**src/rtl/varredura_matriz.sv**
```systemverilog
// rtl/varredura_matriz.sv - 8x8 LED matrix row scanner with per-frame input snapshot
// Optional end-of-game blink enabled by defining PISCA_FIM_EN.
module varredura_matriz #(
  parameter int DIV_LINHA     = 1000,
  parameter int BLANK_CICLOS  = 16,
  parameter int LARG_RAQUETE  = 2,
  parameter int PISCA_QUADROS = 32
) (
  input  logic       clk,
  input  logic       reset,
  input  logic [2:0] linha_bola,
  input  logic [2:0] coluna_bola,
  input  logic [2:0] raquete_cima,
  input  logic [2:0] raquete_baixo,
  input  logic       ganhou,
  input  logic       perdeu,
  output logic [7:0] linhas,
  output logic [7:0] colunas,
  output logic       fim_quadro
);

  localparam int             CW        = $clog2(DIV_LINHA);
  localparam logic [CW-1:0]  CNT_MAX   = CW'(DIV_LINHA - 1);
  localparam logic [CW-1:0]  CNT_BLANK = CW'(BLANK_CICLOS);

  typedef enum logic {ST_BLANK, ST_SHOW} estado_t;

  logic [CW-1:0] cnt_q, cnt_d;
  logic [2:0]    linha_q, linha_d;
  logic [2:0]    lin_s_q, col_s_q, cima_s_q, baixo_s_q;
  estado_t       estado_q, estado_d;
  logic [7:0]    linhas_q, linhas_d;
  logic [7:0]    colunas_q, colunas_d;
  logic          fim_q, fim_d;
  logic          fim_linha, snap, aceso;
  logic [7:0]    padrao;

  function automatic logic [7:0] mascara_raquete(input logic [2:0] p);
    logic [7:0] m;
    m = 8'h00;
    for (int c = 0; c < 8; c++) begin
      m[c] = (c >= int'(p)) && (c < int'(p) + LARG_RAQUETE);
    end
    return m;
  endfunction

  always_comb begin
    fim_linha = (cnt_q == CNT_MAX);
    snap      = fim_linha && (linha_q == 3'd7);
    cnt_d     = fim_linha ? '0 : cnt_q + 1'b1;
    linha_d   = fim_linha ? linha_q + 3'd1 : linha_q;
  end

  always_ff @(posedge clk or negedge reset) begin
    if (!reset) begin
      cnt_q     <= '0;
      linha_q   <= 3'd0;
      lin_s_q   <= 3'd0;
      col_s_q   <= 3'd0;
      cima_s_q  <= 3'd0;
      baixo_s_q <= 3'd0;
    end else begin
      cnt_q   <= cnt_d;
      linha_q <= linha_d;
      if (snap) begin
        lin_s_q   <= linha_bola;
        col_s_q   <= coluna_bola;
        cima_s_q  <= raquete_cima;
        baixo_s_q <= raquete_baixo;
      end
    end
  end

`ifdef PISCA_FIM_EN
  localparam int            QW   = $clog2(PISCA_QUADROS + 1);
  localparam logic [QW-1:0] QMAX = QW'(PISCA_QUADROS - 1);

  logic          fim_s_q;
  logic          fase_q, fase_d;
  logic [QW-1:0] qcnt_q, qcnt_d;

  // Advance on frames that were shown in end state; a clean snapshot restarts lit.
  always_comb begin
    fase_d = fase_q;
    qcnt_d = qcnt_q;
    if (snap) begin
      if (!(ganhou | perdeu)) begin
        fase_d = 1'b0;
        qcnt_d = '0;
      end else if (fim_s_q) begin
        if (qcnt_q == QMAX) begin
          qcnt_d = '0;
          fase_d = ~fase_q;
        end else begin
          qcnt_d = qcnt_q + 1'b1;
        end
      end
    end
  end

  always_ff @(posedge clk or negedge reset) begin
    if (!reset) begin
      fim_s_q <= 1'b0;
      fase_q  <= 1'b0;
      qcnt_q  <= '0;
    end else begin
      fase_q <= fase_d;
      qcnt_q <= qcnt_d;
      if (snap) fim_s_q <= ganhou | perdeu;
    end
  end

  assign aceso = ~fase_q;
`else
  logic unused_fim_jogo;
  assign unused_fim_jogo = ganhou ^ perdeu;
  assign aceso           = 1'b1;
`endif

  always_comb begin
    padrao = 8'h00;
    if (linha_q == lin_s_q) padrao[col_s_q] = 1'b1;
    if (linha_q == 3'd0) padrao = padrao | mascara_raquete(cima_s_q);
    if (linha_q == 3'd7) padrao = padrao | mascara_raquete(baixo_s_q);
  end

  // State tracks cnt_q, so it is registered from the next counter value.
  always_ff @(posedge clk or negedge reset) begin
    if (!reset) estado_q <= ST_BLANK;
    else        estado_q <= estado_d;
  end

  always_comb begin
    estado_d = (cnt_d < CNT_BLANK) ? ST_BLANK : ST_SHOW;
  end

  always_comb begin
    linhas_d  = 8'h00;
    colunas_d = 8'hFF;
    fim_d     = snap;
    if (estado_q == ST_SHOW && aceso) begin
      linhas_d  = 8'b1 << linha_q;
      colunas_d = ~padrao;
    end
  end

  always_ff @(posedge clk or negedge reset) begin
    if (!reset) begin
      linhas_q  <= 8'h00;
      colunas_q <= 8'hFF;
      fim_q     <= 1'b0;
    end else begin
      linhas_q  <= linhas_d;
      colunas_q <= colunas_d;
      fim_q     <= fim_d;
    end
  end

  assign linhas     = linhas_q;
  assign colunas    = colunas_q;
  assign fim_quadro = fim_q;

endmodule

```
**config.mk**
```make
export PLATFORM = sky130hd
export DESIGN_NAME = varredura_matriz
export DESIGN_NICKNAME = d
export VERILOG_FILES = /design/src/rtl/varredura_matriz.sv
export SDC_FILE = /design/constraint.sdc
export NUM_CORES = 1
export LEC_CHECK = 0
export ABC_AREA = 1
export BUFFER_PORTS_ARGS = -buffer_cell sky130_fd_sc_hd__buf_2
export CORE_MARGIN = 2
export CORE_UTILIZATION = 24
export DETAILED_ROUTE_END_ITERATION = 10
export PLACE_DENSITY = 0.41
export SLEW_MARGIN = 20
export SYNTH_ARGS = -nofsm -noshare
export SYNTH_HDL_FRONTEND = slang
export SYNTH_SLANG_ARGS = --single-unit
```
**constraint.sdc**
```tcl
create_clock -name clk -period 2.81 [get_ports clk]
set_clock_uncertainty 0.2 [all_clocks]
set_input_delay 0.843 -clock clk [delete_from_list [all_inputs] [get_ports clk]]
set_output_delay 0.843 -clock clk [all_outputs]
set_load 0.05 [all_outputs]
```
==> results.env <==
OUTCOME='completed'
DIE-AREA_UM2=10600
POWER.SHARE.SWITCHING=0.218
START_UTIL=0.244
WORST-ENDPOINT-REQUIRED_NS=1.77
LAYOUTNONFILLERINSTCOUNT=431
DETAILED_ROUTER_ITERATION_COUNT_BEFORE_ANTENNA_REPAIR=4
TIMING.CRITICAL_PATH.FROM_TYPE='flop'
GRT_START_MAX_NET_PINS=23
FINAL_LAYOUT_SIZE_SUFFIX_GT1_FRAC=0.262
SYNTHTOPCELLSBYCOUNT='sky130_fd_sc_hd__nand2_1 (44), sky130_fd_sc_hd__inv_1 (36), sky130_fd_sc_hd__dfrtp_1 (35)'
FINAL_COUNT_OF_PINS_VIOLATING_MAX_SLEW=0
SYNTH_TOP_AREA_FRAC=0.372
YOSYSWARNINGCOUNT=0
POWER_DENSITY_nW_PER_UM2=416
SYNTH_LARGEST_AREA_CELL='sky130_fd_sc_hd__dfrtp_1'
INTERNAL-POWER_uW=898
REG2REG_SLACK_NS=0.92
FP.DIEW_UM=103
TOTAL_ROUTED_LENGTH_UM=4750
SYNTHESIS_TO_LAYOUT_AREA_GROWTH_PCT=17.0
YOSYS_REG_BITS=43
CP_SLOWEST_CELL='sky130_fd_sc_hd__dfstp_2'
COREAREA_UM2=9640
SYNTH_FP_NETS=298
NUMBER_OF_CELLS_PRODUCED_BY_SYNTHESIS=263
SYNTH-ASYNC-RESET-RATIO=1.00
GROUTE.USAGE.OVERALL=0.0968
LAYOUT_WORST_PATH_CYCLE_SHARE=0.754
CP_CELL_SEQUENCE='buf_2'
POST_CTS_BUFFERS=0
CRITPATHARRIVALTIME_NS=1.08
CRIT_PATH_END_KIND='output port'
SYNTH.AREA.TOP_CELLS='sky130_fd_sc_hd__dfrtp_1 (37%), sky130_fd_sc_hd__ha_1 (10%), sky130_fd_sc_hd__dfstp_2 (8.9%)'
MAX_SLEW_MARGIN=0.645
PLACEMENT.IO_BUFFERS=30
HOLDCRITPATHCLASS='reg2reg'
CLOCK_INSERTION_DELAY_WORST_SKEW_NS=0.30
PRE_CTS_WS_NS=0.916
DIE_H_UM=103
NUM_VIAS=1702
TIMING.FMAX_GHz=0.472
POST-SYNTH-TOP-COUNT-CELL='sky130_fd_sc_hd__nand2_1'
NUM-NETS-FINAL=332
BOUNDARYPINS=33
WIRE_PER_INST_UM=11.0
CLK_ROOT_BUFFER_CELL='sky130_fd_sc_hd__clkbuf_8'
POWER_mW=1.15
MULTI_INPUT_COMB_AREA_UM2=1070
SYNTH-SEQ-AREA-SHARE=0.461
HPWL_UM=3640
NUMCLOCKSINKS=43
TRITONCTS='done'
CRITICAL_PATH_BUF_INV_COUNT=1
CLKSLEWWORSTSETUPHOLDPATHS_NS=0.09
ROUTED_ANTENNA_NETS=0
TIMING.FINAL.SETUP_VIOLATIONS=0
SYNTHESIS.AREA_PER_INSTANCE_UM2=8.96
LAYOUT.AREA.SEQ_UM2=1090
ROUTE.DETAILED.VIAS_PER_INST=3.95
DRCVIOLATIONCOUNT=0
DP_CELLS=423
GRT_PASS1_WL_UM=7910
POWER.SHARE.SEQUENTIAL=0.539
NUMBER_OF_ANTENNA_VIOLATIONS_AT_THE_FIRST_CHECK_IN_GLOBAL_ROUTING=0
CTS_RESIZED=0
CRIT_FANOUT=1
WORSTMARGINPINSLEW_NS=0.533
CLK_PWR_SHARE=0.439
FINAL_CRITICAL_PATH_SETUP_SLACK_NS=0.690
POST_SYNTH_INSTANCE_AREA_UM2=2360
FINALWEIGHTEDCONGESTION=0.716
STD_CELL_ROWS=36
POWER_SPENT_CHARGING_AND_DISCHARGING_NETS_uW=250
NETLIST-CELL-TYPE-COUNT=31
GRT-OVFL-TOTAL=0
PERIOD_NEEDED_NS=2.12
CP_DELAY_BY_FAMILY_TOP='flip-flops'
FINAL_HOLD_VIOL_COUNT=0
P_LEAK_nW=1.37
SYNTH_ENABLE_FLOP_CELLS=0
ANTENNADIODECOUNT=0
SETUP_TNS_NS=0
FILL_CELLS=1081
POWER_FRAC_COMB=0.022
WHS_NS=0.263
CTS_BUFFERS=5
MAXCAPVIOLATIONS=0
SYNTH_FLOP_CELL='sky130_fd_sc_hd__dfrtp_1'
DRT_ITER0_MARKERS=74
GRT_SETUP_UNREPAIRED='no'
POWER.IR.VDD_WORST_mV=0.157
TIMING_WORST_SETUP_PATH_TYPE='reg2out'
FIRST_GLOBAL_VIAS=1586
CP_SLOWEST_STAGE_DELAY_NS=0.53
POSTCTSHOLDBUFS=0
CTS_MAX_LEVEL=2
CLK_PATH_BUF_DEPTH=2
==> layer usage <==
layer	track usage	vias up	part of all wire
li1	-	903	-
met4	0.0334	0	0.015
met2	0.140	30	0.42
met5	0	-	0
met1	0.140	764	0.52
met3	0.0244	5	0.038
==> metrics by stage <==
stage	instance area [um2]	util
after floorplan	2360	-
after global placement	2640	0.274
after detailed placement	2640	0.274
after CTS	2760	0.286
after global routing	2760	0.286
final	2760	0.286
==> power groups by stage <==
stage / sequential (mW) / combinational [mW] / clock (mW)
5_1_grt: 0.619 / 0.0302 / 0.549
6_report: 0.619 / 0.0257 / 0.503
3_3_place_gp: 0.631 / 0.0272 / 0
2_1_floorplan: 0.631 / 0.00000571 / 0
4_1_cts: 0.619 / 0.0275 / 0.526
3_5_place_dp: 0.631 / 0.0276 / 0
==> state kept, by name, indices dropped and copies added, names as in the netlist <==
register    count
cnt_q          10
colunas         8
linhas          8
baixo_s_q       3
cima_s_q        3
col_s_q         3
lin_s_q         3
linha_q         3
estado_q        1
fim_quadro      1
==> cells in the final DEF (no fill, tap or decap), types with 2 or more instances in the layout <==
master                     netlist  layout
sky130_fd_sc_hd__nor3_1          5       5
sky130_fd_sc_hd__o211ai_1        2       2
sky130_fd_sc_hd__nor2_1         24      24
sky130_fd_sc_hd__buf_2           0      30
sky130_fd_sc_hd__o21ai_2         7       7
sky130_fd_sc_hd__a22o_1          3       3
sky130_fd_sc_hd__inv_1          36      36
sky130_fd_sc_hd__nand2_1        44      44
sky130_fd_sc_hd__a21oi_1         2       2
sky130_fd_sc_hd__clkbuf_8        0       5
sky130_fd_sc_hd__nand2_2        16      16
sky130_fd_sc_hd__dfstp_2         8       8
sky130_fd_sc_hd__clkinv_4        1       2
sky130_fd_sc_hd__dfrtp_1        35      35
sky130_fd_sc_hd__o21bai_1        3       3
sky130_fd_sc_hd__xor2_1          2       2
sky130_fd_sc_hd__xnor2_1         3       3
sky130_fd_sc_hd__nand3_1        18      18
sky130_fd_sc_hd__nand4_1         8       8
sky130_fd_sc_hd__inv_2           2       2
sky130_fd_sc_hd__ha_1           19      19
sky130_fd_sc_hd__o21ai_0        13      13
==> path summary, 6_finish.rpt <==
check                           start           to  depth (start not counted)
max                        colunas[4]   colunas[4]                          1
min                          cnt_q[0]     cnt_q[0]                          1
max reg2reg                linha_q[0]  cima_s_q[2]                          6
min reg2reg                  cnt_q[0]     cnt_q[0]                          1
max in group asynchronous       reset   colunas[0]                          2
min in group asynchronous       reset   lin_s_q[0]                          1
==> kinds of logic (layout without fill, tap and decap cells) <==
group / after synthesis / after routing / share of synthesized area
adder cells (fa/ha/maj): 19 / 19 / 0.101
AND/OR/NAND/NOR: 121 / 121 / 0.243
flip-flops: 43 / 43 / 0.461
AO/OA/AOI/OAI: 32 / 32 / 0.0908
buffers and inverters: 43 / 78 / 0.0860
XOR/XNOR: 5 / 5 / 0.0186
==> area by class of cell <==
class / instances / share of cell area
tap: 133 / 0.0603
clock inverter: 3 / 0.0172
inverter: 39 / 0.0549
clock buffer: 5 / 0.0250
timing repair buffer: 31 / 0.0617
sequential: 43 / 0.394
multi-input combinational: 177 / 0.387
Note: power is estimated with default switching activity, not from simulation.
